===== config.mk =====
export PLATFORM = sky130hd
export DESIGN_NAME = ram_arbiter
export DESIGN_NICKNAME = d
export VERILOG_FILES = /design/src/rtl/ram_arbiter.sv
export SDC_FILE = /design/constraint.sdc
export NUM_CORES = 1
export LEC_CHECK = 0
export ABC_CLOCK_PERIOD_IN_PS = 4900
export CAP_MARGIN = 20
export CORE_ASPECT_RATIO = 1.75
export CORE_UTILIZATION = 40
export DETAILED_ROUTE_END_ITERATION = 8
export PLACE_DENSITY = 0.8
export SYNTH_ARGS = -nofsm -noshare
export SYNTH_HDL_FRONTEND = slang
export SYNTH_SLANG_ARGS = --single-unit
export TNS_END_PERCENT = 30

===== constraint.sdc =====
create_clock -name clk_i -period 4.9 [get_ports clk_i]
set_clock_uncertainty 0.1 [all_clocks]
set_input_delay 1.47 -clock clk_i [delete_from_list [all_inputs] [get_ports clk_i]]
set_output_delay 1.47 -clock clk_i [all_outputs]
set_load 0.1 [all_outputs]

===== src/rtl/ram_arbiter.sv =====
// Two-port arbiter in front of a single 32x32 synchronous RAM.
// A CPU and a host (loader/debug) port share the RAM with round-robin
// priority. Every access takes three cycles: IDLE (arbitrate),
// ACCESS (address/strobe on the RAM), WAIT (RAM read data arrives).
module ram_arbiter (
  input  logic        clk_i,
  input  logic        reset_n_i,
  input  logic        c_req_i,
  input  logic        c_we_i,
  input  logic [4:0]  c_addr_i,
  input  logic [31:0] c_wdata_i,
  output logic        c_gnt_o,
  output logic        c_done_o,
  output logic [31:0] c_rdata_o,
  input  logic        h_req_i,
  input  logic        h_we_i,
  input  logic [4:0]  h_addr_i,
  input  logic [31:0] h_wdata_i,
  output logic        h_gnt_o,
  output logic        h_done_o,
  output logic [31:0] h_rdata_o,
  output logic        c_stall_o,
  output logic [4:0]  ram_addr_o,
  output logic [31:0] ram_data_o,
  output logic        ram_rw_en_o,
  input  logic [31:0] ram_data_i
);

  typedef enum logic [1:0] {
    IDLE,
    ACCESS,
    WAIT
  } state_e;

  state_e      state_q, state_d;
  logic [4:0]  addr_q, addr_d;
  logic [31:0] data_q, data_d;
  logic        rw_en_q, rw_en_d;
  logic        c_gnt_q, c_gnt_d;
  logic        h_gnt_q, h_gnt_d;
  logic        c_done_q, c_done_d;
  logic        h_done_q, h_done_d;
  logic [31:0] c_rdata_q, c_rdata_d;
  logic [31:0] h_rdata_q, h_rdata_d;
  // last_host_q: 1 when the host won the most recent grant
  logic        last_host_q, last_host_d;
  // owner_host_q / op_we_q: who owns the access in flight and whether it writes
  logic        owner_host_q, owner_host_d;
  logic        op_we_q, op_we_d;
  logic        grant_host;

  // State and output registers; reset aborts any access in flight
  always_ff @(posedge clk_i or negedge reset_n_i) begin
    if (!reset_n_i) begin
      state_q      <= IDLE;
      addr_q       <= '0;
      data_q       <= '0;
      rw_en_q      <= 1'b0;
      c_gnt_q      <= 1'b0;
      h_gnt_q      <= 1'b0;
      c_done_q     <= 1'b0;
      h_done_q     <= 1'b0;
      c_rdata_q    <= '0;
      h_rdata_q    <= '0;
      last_host_q  <= 1'b1;
      owner_host_q <= 1'b0;
      op_we_q      <= 1'b0;
    end else begin
      state_q      <= state_d;
      addr_q       <= addr_d;
      data_q       <= data_d;
      rw_en_q      <= rw_en_d;
      c_gnt_q      <= c_gnt_d;
      h_gnt_q      <= h_gnt_d;
      c_done_q     <= c_done_d;
      h_done_q     <= h_done_d;
      c_rdata_q    <= c_rdata_d;
      h_rdata_q    <= h_rdata_d;
      last_host_q  <= last_host_d;
      owner_host_q <= owner_host_d;
      op_we_q      <= op_we_d;
    end
  end

  // Arbitration, access sequencing and read-data capture
  always_comb begin
    state_d      = state_q;
    addr_d       = addr_q;
    data_d       = data_q;
    rw_en_d      = 1'b0;
    c_gnt_d      = 1'b0;
    h_gnt_d      = 1'b0;
    c_done_d     = 1'b0;
    h_done_d     = 1'b0;
    c_rdata_d    = c_rdata_q;
    h_rdata_d    = h_rdata_q;
    last_host_d  = last_host_q;
    owner_host_d = owner_host_q;
    op_we_d      = op_we_q;
    grant_host   = 1'b0;
    case (state_q)
      IDLE: begin
        if (c_req_i || h_req_i) begin
          // On a tie the side that lost last time wins
          grant_host = h_req_i && (!c_req_i || !last_host_q);
          if (grant_host) begin
            addr_d  = h_addr_i;
            data_d  = h_wdata_i;
            rw_en_d = h_we_i;
            op_we_d = h_we_i;
            h_gnt_d = 1'b1;
          end else begin
            addr_d  = c_addr_i;
            data_d  = c_wdata_i;
            rw_en_d = c_we_i;
            op_we_d = c_we_i;
            c_gnt_d = 1'b1;
          end
          owner_host_d = grant_host;
          last_host_d  = grant_host;
          state_d      = ACCESS;
        end
      end
      ACCESS: begin
        state_d = WAIT;
      end
      WAIT: begin
        state_d = IDLE;
        if (owner_host_q) begin
          h_done_d = 1'b1;
          if (!op_we_q) begin
            h_rdata_d = ram_data_i;
          end
        end else begin
          c_done_d = 1'b1;
          if (!op_we_q) begin
            c_rdata_d = ram_data_i;
          end
        end
      end
      default: begin
        state_d = IDLE;
      end
    endcase
  end

  assign c_gnt_o     = c_gnt_q;
  assign h_gnt_o     = h_gnt_q;
  assign c_done_o    = c_done_q;
  assign h_done_o    = h_done_q;
  assign c_rdata_o   = c_rdata_q;
  assign h_rdata_o   = h_rdata_q;
  assign ram_addr_o  = addr_q;
  assign ram_data_o  = data_q;
  assign ram_rw_en_o = rw_en_q;
  assign c_stall_o   = c_req_i && !c_gnt_q;

endmodule


==> results by group <==
Critical path
  • Crit-path slowest cell: clkdlybuf4s50_1
  • Max incr delay on CP: 0.52 ns
  • Peak fanout along the critical path: 4
  • Cells along the critical path: clkdlybuf4s50_1 -> nor2b_1 -> buf_4
  • Worst Path Required: 3.33 ns
  • R2R depth: 3
  • Data arrival time of the worst path: ~2.4 ns
  • Setup CP Type: input pin to output port
  • Setup crit end kind: output port
  • Critical Path Source Type: input pin

Route
  • Vias/cell: 5.17
  • Wirelength per Cell: 17.2 µm
  • Met3 WL: 697 µm
  • DR top layer: met4
  • Met1 wire length: 4.33 mm
  • Routed WL: around 12 mm
  • Final antenna-violating net count: 0
  • Routed wl met2: 6.47 mm
  • Via count: 3585
  • Drt first pass iters: 5
  • Starting DRT DRC Count: 76
  • DRC: 0

Worst hold path
  • Hold Path Depth: 1
  • Hold WC Path Type: flip-flop to flip-flop

CTS
  • Clk pin slew, worst setup/hold paths: around 0.07 ns
  • # resized after CTS: 0
  • Worst-Skew Late Latency: 0.34 ns
  • Clk root buf: clkbuf_16
  • TritonCTS buffer count: 9
  • CTS Buffer Depth: 2
  • CTS sink cnt: about 110
  • Setup Fix Bufs, Post-CTS: 0
  • Hold-fix buffers, CTS: 0
  • CTS tree: yes
  • CTS H-tree depth: 3

Die
  • Core Rows: 51
  • Die Span X: 83.2 µm
  • Io pins: 219
  • Die height: approximately 140 µm
  • Die area: 0.0120 mm²
  • Initial Util: 41.4%
  • Core Region: 0.0112 mm²

Finish
  • Fin nets: 668
  • Layout cells sized above 1: 16.4%
  • ANT cells: 0
  • Area growth, synth to finish: 54.8%
  • Filler cell count in the final layout: slightly below 900

STA
  • Unrepaired setup endpoints after global routing: no
  • Final worst path period share: 81.5%
  • Final setup viols: 0
  • Post-layout min period: roughly 4 ns
  • Slew @ Worst Pin: 1.02 ns
  • Max_slew headroom: between 30% and 40%
  • Final hold viol count: 0
  • Max Freq: between 0.2 and 0.3 GHz
  • Max-slew violations: 0
  • Final TNS setup: 0 ns

Placement
  • # port buffers: 218
  • Hpwl dp: 8.96 mm
  • GP Congestion: 0.787

Logic synthesis
  • Seq cells post-synth: 111
  • Post-synthesis instance total: roughly 350
  • Synthesized area per cell: 13.3 µm²
  • Count of cell types in the netlist: 28
  • Synth Warn #: 0
  • Post-Syn Nets: 458
  • Sequential fraction of the synthesis area: approximately three fifths
  • Mapped Area: between 0.004 and 0.005 mm²

Global route
  • Largest net degree at the start of global routing: 64
  • Vias in the first global route: ~3800
  • First-pass GRT wire length: ~19 mm
  • Total track usage: between 15 and 20%
  • Initial antenna violation count: 0
  • GRT overflow: 0

Run
  • # Max-Cap Violations: 0

Outcome
  • Status: finished clean
cells in the mapped netlist:
master / instances / area share [%]
dfstp_2: 1 / 0.57
nor3b_2: 1 / 0.27
nand2_1: 52 / 4.2
nor2b_4: 1 / 0.30
mux2i_1: 1 / 0.22
nor2b_1: 3 / 0.41
buf_12: 3 / 1.3
nor2_1: 2 / 0.16
a21o_1: 2 / 0.33
a31oi_1: 26 / 3.5
buf_6: 4 / 0.98
buf_4: 2 / 0.33
or2_1: 1 / 0.14
a21bo_2: 1 / 0.22
mux2_1: 5 / 1.2
nor3_1: 1 / 0.11
mux2_4: 30 / 9.8
inv_2: 1 / 0.081
a21boi_2: 1 / 0.24
a21oi_1: 28 / 3.0
dfrtp_1: 110 / 60
nand2_2: 1 / 0.14
a221o_1: 11 / 2.4
mux2_2: 29 / 7.1
and3b_1: 1 / 0.19
buf_2: 11 / 1.2
and3_1: 12 / 1.6
clkbuf_1: 5 / 0.41
registers in the layout (all words and copies together) (netlist names):
| register | flops |
|---|---|
| last_host_q | 1 |
| ram_data_o | 32 |
| c_gnt_o | 1 |
| c_done_o | 1 |
| state_q | 2 |
| op_we_q | 1 |
| owner_host_q | 1 |
| c_rdata_o | 32 |
| h_rdata_o | 32 |
| h_done_o | 1 |
| ram_addr_o | 5 |
| h_gnt_o | 1 |
| ram_rw_en_o | 1 |
cell families (layout without fill, tap and decap cells):
group	Yosys count	after routing	share of synthesized area, %
buffers and inverters	26	241	4.28
AND/OR/NAND/NOR	75	75	7.56
AO/OA/AOI/OAI	69	69	9.73
flip-flops	111	111	60.2
multiplexers	65	65	18.3
placed cells by master (no fill, tap or decap), drive strengths merged:
cell           synthesis  layout
nor3b                  1       1
clkbuf                 5       9
a31oi                 26      26
bufinv                 0       2
a21oi                 28      28
clkdlybuf4s50          0     216
mux2                  64      64
a21o                   2       2
nor2                   2       2
and3b                  1       1
a21boi                 1       1
dfstp                  1       1
nor2b                  4       4
or2                    1       1
nor3                   1       1
a221o                 11      11
and3                  12      12
mux2i                  1       1
clkinv                 0       2
nand2                 53      53
inv                    1       4
a21bo                  1       1
buf                   20       8
dfrtp                110     110
through the flow:
step           cell area [µm²]  worst slack [ns]  std cells  util, %  hold slack [ns]
6_report                  7150             0.907        693     64.0            0.384
5_1_grt                   7150             0.858        693     64.0            0.397
4_1_cts                   7150             0.906        693     64.0            0.386
3_5_place_dp              6820             0.903        677     61.1            0.377
3_3_place_gp              6820             0.872        677     61.1            0.366
2_1_floorplan             4620             0.526        346        -            0.343
cell type report:
type	count	area (µm²)	share of cell area (%)
Clock inverter	7	100	1.40
Multi-Input combinational cell	209	1650	23.1
Inverter	1	3.75	0.0525
Tap cell	132	165	2.31
Clock buffer	9	225	3.15
Timing Repair Buffer	224	2220	31.1
Sequential cell	111	2780	38.9
critical path: cells and delay by family:
kind,cells,cell delay (ns)
buffers and inverters,2,0.81
and+or+nand+nor,1,0.14
layer usage:
layer	GRT usage [%]	vias to the layer above
li1	-	1649
met1	21.2	1749
met2	37.0	159
met3	4.79	28
met4	9.26	0
met5	0	-
final timing paths:
kind / to / slack, ns / from
setup reg to reg: c_rdata_o[24] / 2.76 / state_q[0]
hold / removal: c_done_o / 0.38 / owner_host_q
hold reg to reg: c_done_o / 0.38 / owner_host_q
min in group asynchronous: c_rdata_o[16] / 1.09 / reset_n_i
setup / recovery: c_stall_o / 0.91 / c_req_i
max in group asynchronous: c_rdata_o[10] / 2.76 / reset_n_i
Power is not shown: default switching activity piles up to over one toggle a cycle in this logic, so the estimate is an artifact.
==> RTL change (same flow settings) <==
The 3 states of `state_e` get a one-hot encoding in 3 bits.
--- a/src/rtl/ram_arbiter.sv
+++ b/src/rtl/ram_arbiter.sv
@@ -26,10 +26,10 @@
   input  logic [31:0] ram_data_i
 );
 
-  typedef enum logic [1:0] {
-    IDLE,
-    ACCESS,
-    WAIT
+  typedef enum logic [2:0] {
+    IDLE   = 3'b001,
+    ACCESS = 3'b010,
+    WAIT   = 3'b100
   } state_e;
 
   state_e      state_q, state_d;
Function: same outputs for any inputs over 10 cycles, from zero or initial values and one cycle with reset_n_i low; not proved beyond that.
==> RTL change against the unedited design <==
- cell area down 0.47%
- setup slack worse by 0.079 ns
- count of clock-buffer cells in the layout is 1 higher
- critical path type unchanged
- non-clock buffer count rose by 1
- first-iteration DRC count up 59%
- sequential cell count increased by 1
- global-route usage is 1.6 points higher
- largest cell class unchanged
- routed wire length increased by 6.4%
- area after synthesis is 1.3% lower
- sequential share of layout area increased by 0.55 points
- maximum frequency shrank 1.9%
Power is not shown: default switching activity piles up to over one toggle a cycle in this logic, so the estimate is an artifact.
==> RTL change: results (changes against the unedited design) <==
| Metric | Value |
|---|---|
| Global-route wire length before repair | 18.68 mm (-0.77%) |
| Mean post-synth cell area | 15.09 µm² (+13%) |
| Tot GR Track Use | 0.2150 (+0.01582) |
| Total number of vias | 3500 (-2.4%) |
| CTS resizes | 0 (unchanged) |
| Worst-Margin Slew | 1.051 ns (+0.02638 ns) |
| Share of layout cells above drive strength 1 | 0.1919 (+0.02787) |
| Largest net degree at the start of global routing | 92 (+44%) |
| Pins Over Slew Limit | 0 (unchanged) |
| Worst Path Arrival | 2.50 ns (+0.08 ns) |
| FF-to-FF Start | state_q[0]$_DFFE_PN1P_ |
| Area Overhead vs Synth | 56.05% |
| Fill cells | 860 (-0.58%) |
| Gpl congestion | 0.7405 (-6.0%) |
| WHS Endpoint | c_rdata_o[6]$_DFFE_PN0P_ |
| Area contributors post-synth | dfrtp_1 60%, mux2_2 15%, o32ai_1 7.3%, a2bb2oi_1 6.9%, buf_6 1.7% |
| Syn Nets | 414 (-9.6%) |
| Hold Crit Start | c_rdata_o[6]$_DFFE_PN0P_ |
| Status | complete, no violations |
| Synth cell count leaders | 110 x dfrtp_1, 62 x mux2_2, 38 x o32ai_1, 36 x a2bb2oi_1, 12 x clkbuf_1 |
| Sequential area share after synthesis | 0.6154 (+0.01369) |
| DRT Pass-1 Iters | 4 (-1) |
| Wire length per cell | 19.57 µm (+14%) |
| Reg2Reg Depth | 4 (+1) |
| Cell Count Post-Placement | 631 (-6.8%) |
| Vias in the first global route | 3748 (-1.1%) |
| Yosys cell types | 26 (-7.1%) |
| Nets | 623 (-6.7%) |
| CP Launch Point | c_req_i |
| DP HPWL | 9.328 mm (+4.1%) |
| Final WL | 12.68 mm (+6.4%) |
| Initial DRC Count | 121 (+59%) |
| Reg2reg setup slack | 2.64 ns (-0.12 ns) |
| Critical R2R Capture | last_host_q$_DFFE_PN1P_ |
[RTL change: changes by cell type after synthesis, moves of 7 or more]
cell / delta
o32ai_1: +38
and3_1: -12
a21oi_1: -26
nand2_1: -52
clkbuf_1: +7
a2bb2oi_1: +36
a31oi_1: -25
buf_2: -7
a221o_1: -11
mux2_2: +33
mux2_4: -30
[RTL change: layout make-up]
type / count / area [µm²] / share of cell area
Clock inverter: 6 / 51.30 / 0.007212
Tap cell: 132 / 165.2 / 0.02322
Sequential cell: 112 / 2805 / 0.3944
Multi-Input combinational cell: 162 / 1587 / 0.2230
Clock buffer: 10 / 239.0 / 0.03360
Timing Repair Buffer: 225 / 2262 / 0.3180
Inverter: 1 / 3.754 / 0.0005277
[RTL change: logic make-up (layout without fill, tap and decap cells)]
family          count (synthesis)  count (layout)  share of synthesized area
buf+inv                        28             242                    0.03815
mux                            65              65                     0.1603
flops                         112             112                     0.6154
simple gates                   17              17                    0.03157
compound gates                 80              80                     0.1545
[RTL change: how the worst max path moves through the flow]
stage | endpoint | slack [ns] | cells after the start
final | c_stall_o | 0.83 | 4
after global routing | c_stall_o | 0.79 | 4
after global placement | c_stall_o | 0.87 | 4
after CTS | c_stall_o | 0.83 | 4
after detailed placement | c_stall_o | 0.87 | 4
after floorplan | c_stall_o | 0.34 | 3
[RTL change: routing by layer]
| layer | vias to the layer above | share of wire | global-route usage |
|---|---|---|---|
| met2 | 155 | 0.56 | 0.4081 |
| met1 | 1724 | 0.33 | 0.2069 |
| met5 | - | 0 | 0 |
| li1 | 1592 | - | - |
| met4 | 0 | 0.040 | 0.1198 |
| met3 | 29 | 0.069 | 0.03706 |
[RTL change: per-stage QoR]
step / instance area, µm² / hold slack, ns / util / worst slack [ns]
6_report: 7113 / 0.3896 / 0.6406 / 0.8277
5_1_grt: 7113 / 0.4150 / 0.6406 / 0.7880
2_1_floorplan: 4558 / 0.4114 / - / 0.3429
3_5_place_dp: 6795 / 0.3784 / 0.6120 / 0.8709
4_1_cts: 7086 / 0.3945 / 0.6382 / 0.8255
3_3_place_gp: 6795 / 0.3700 / 0.6120 / 0.8682
[RTL change: critical path, cell delays in order]
cell and delay (ns):
clkdlybuf4s50_1 0.53, inv_1 0.08, nor2_1 0.21, buf_12 0.21
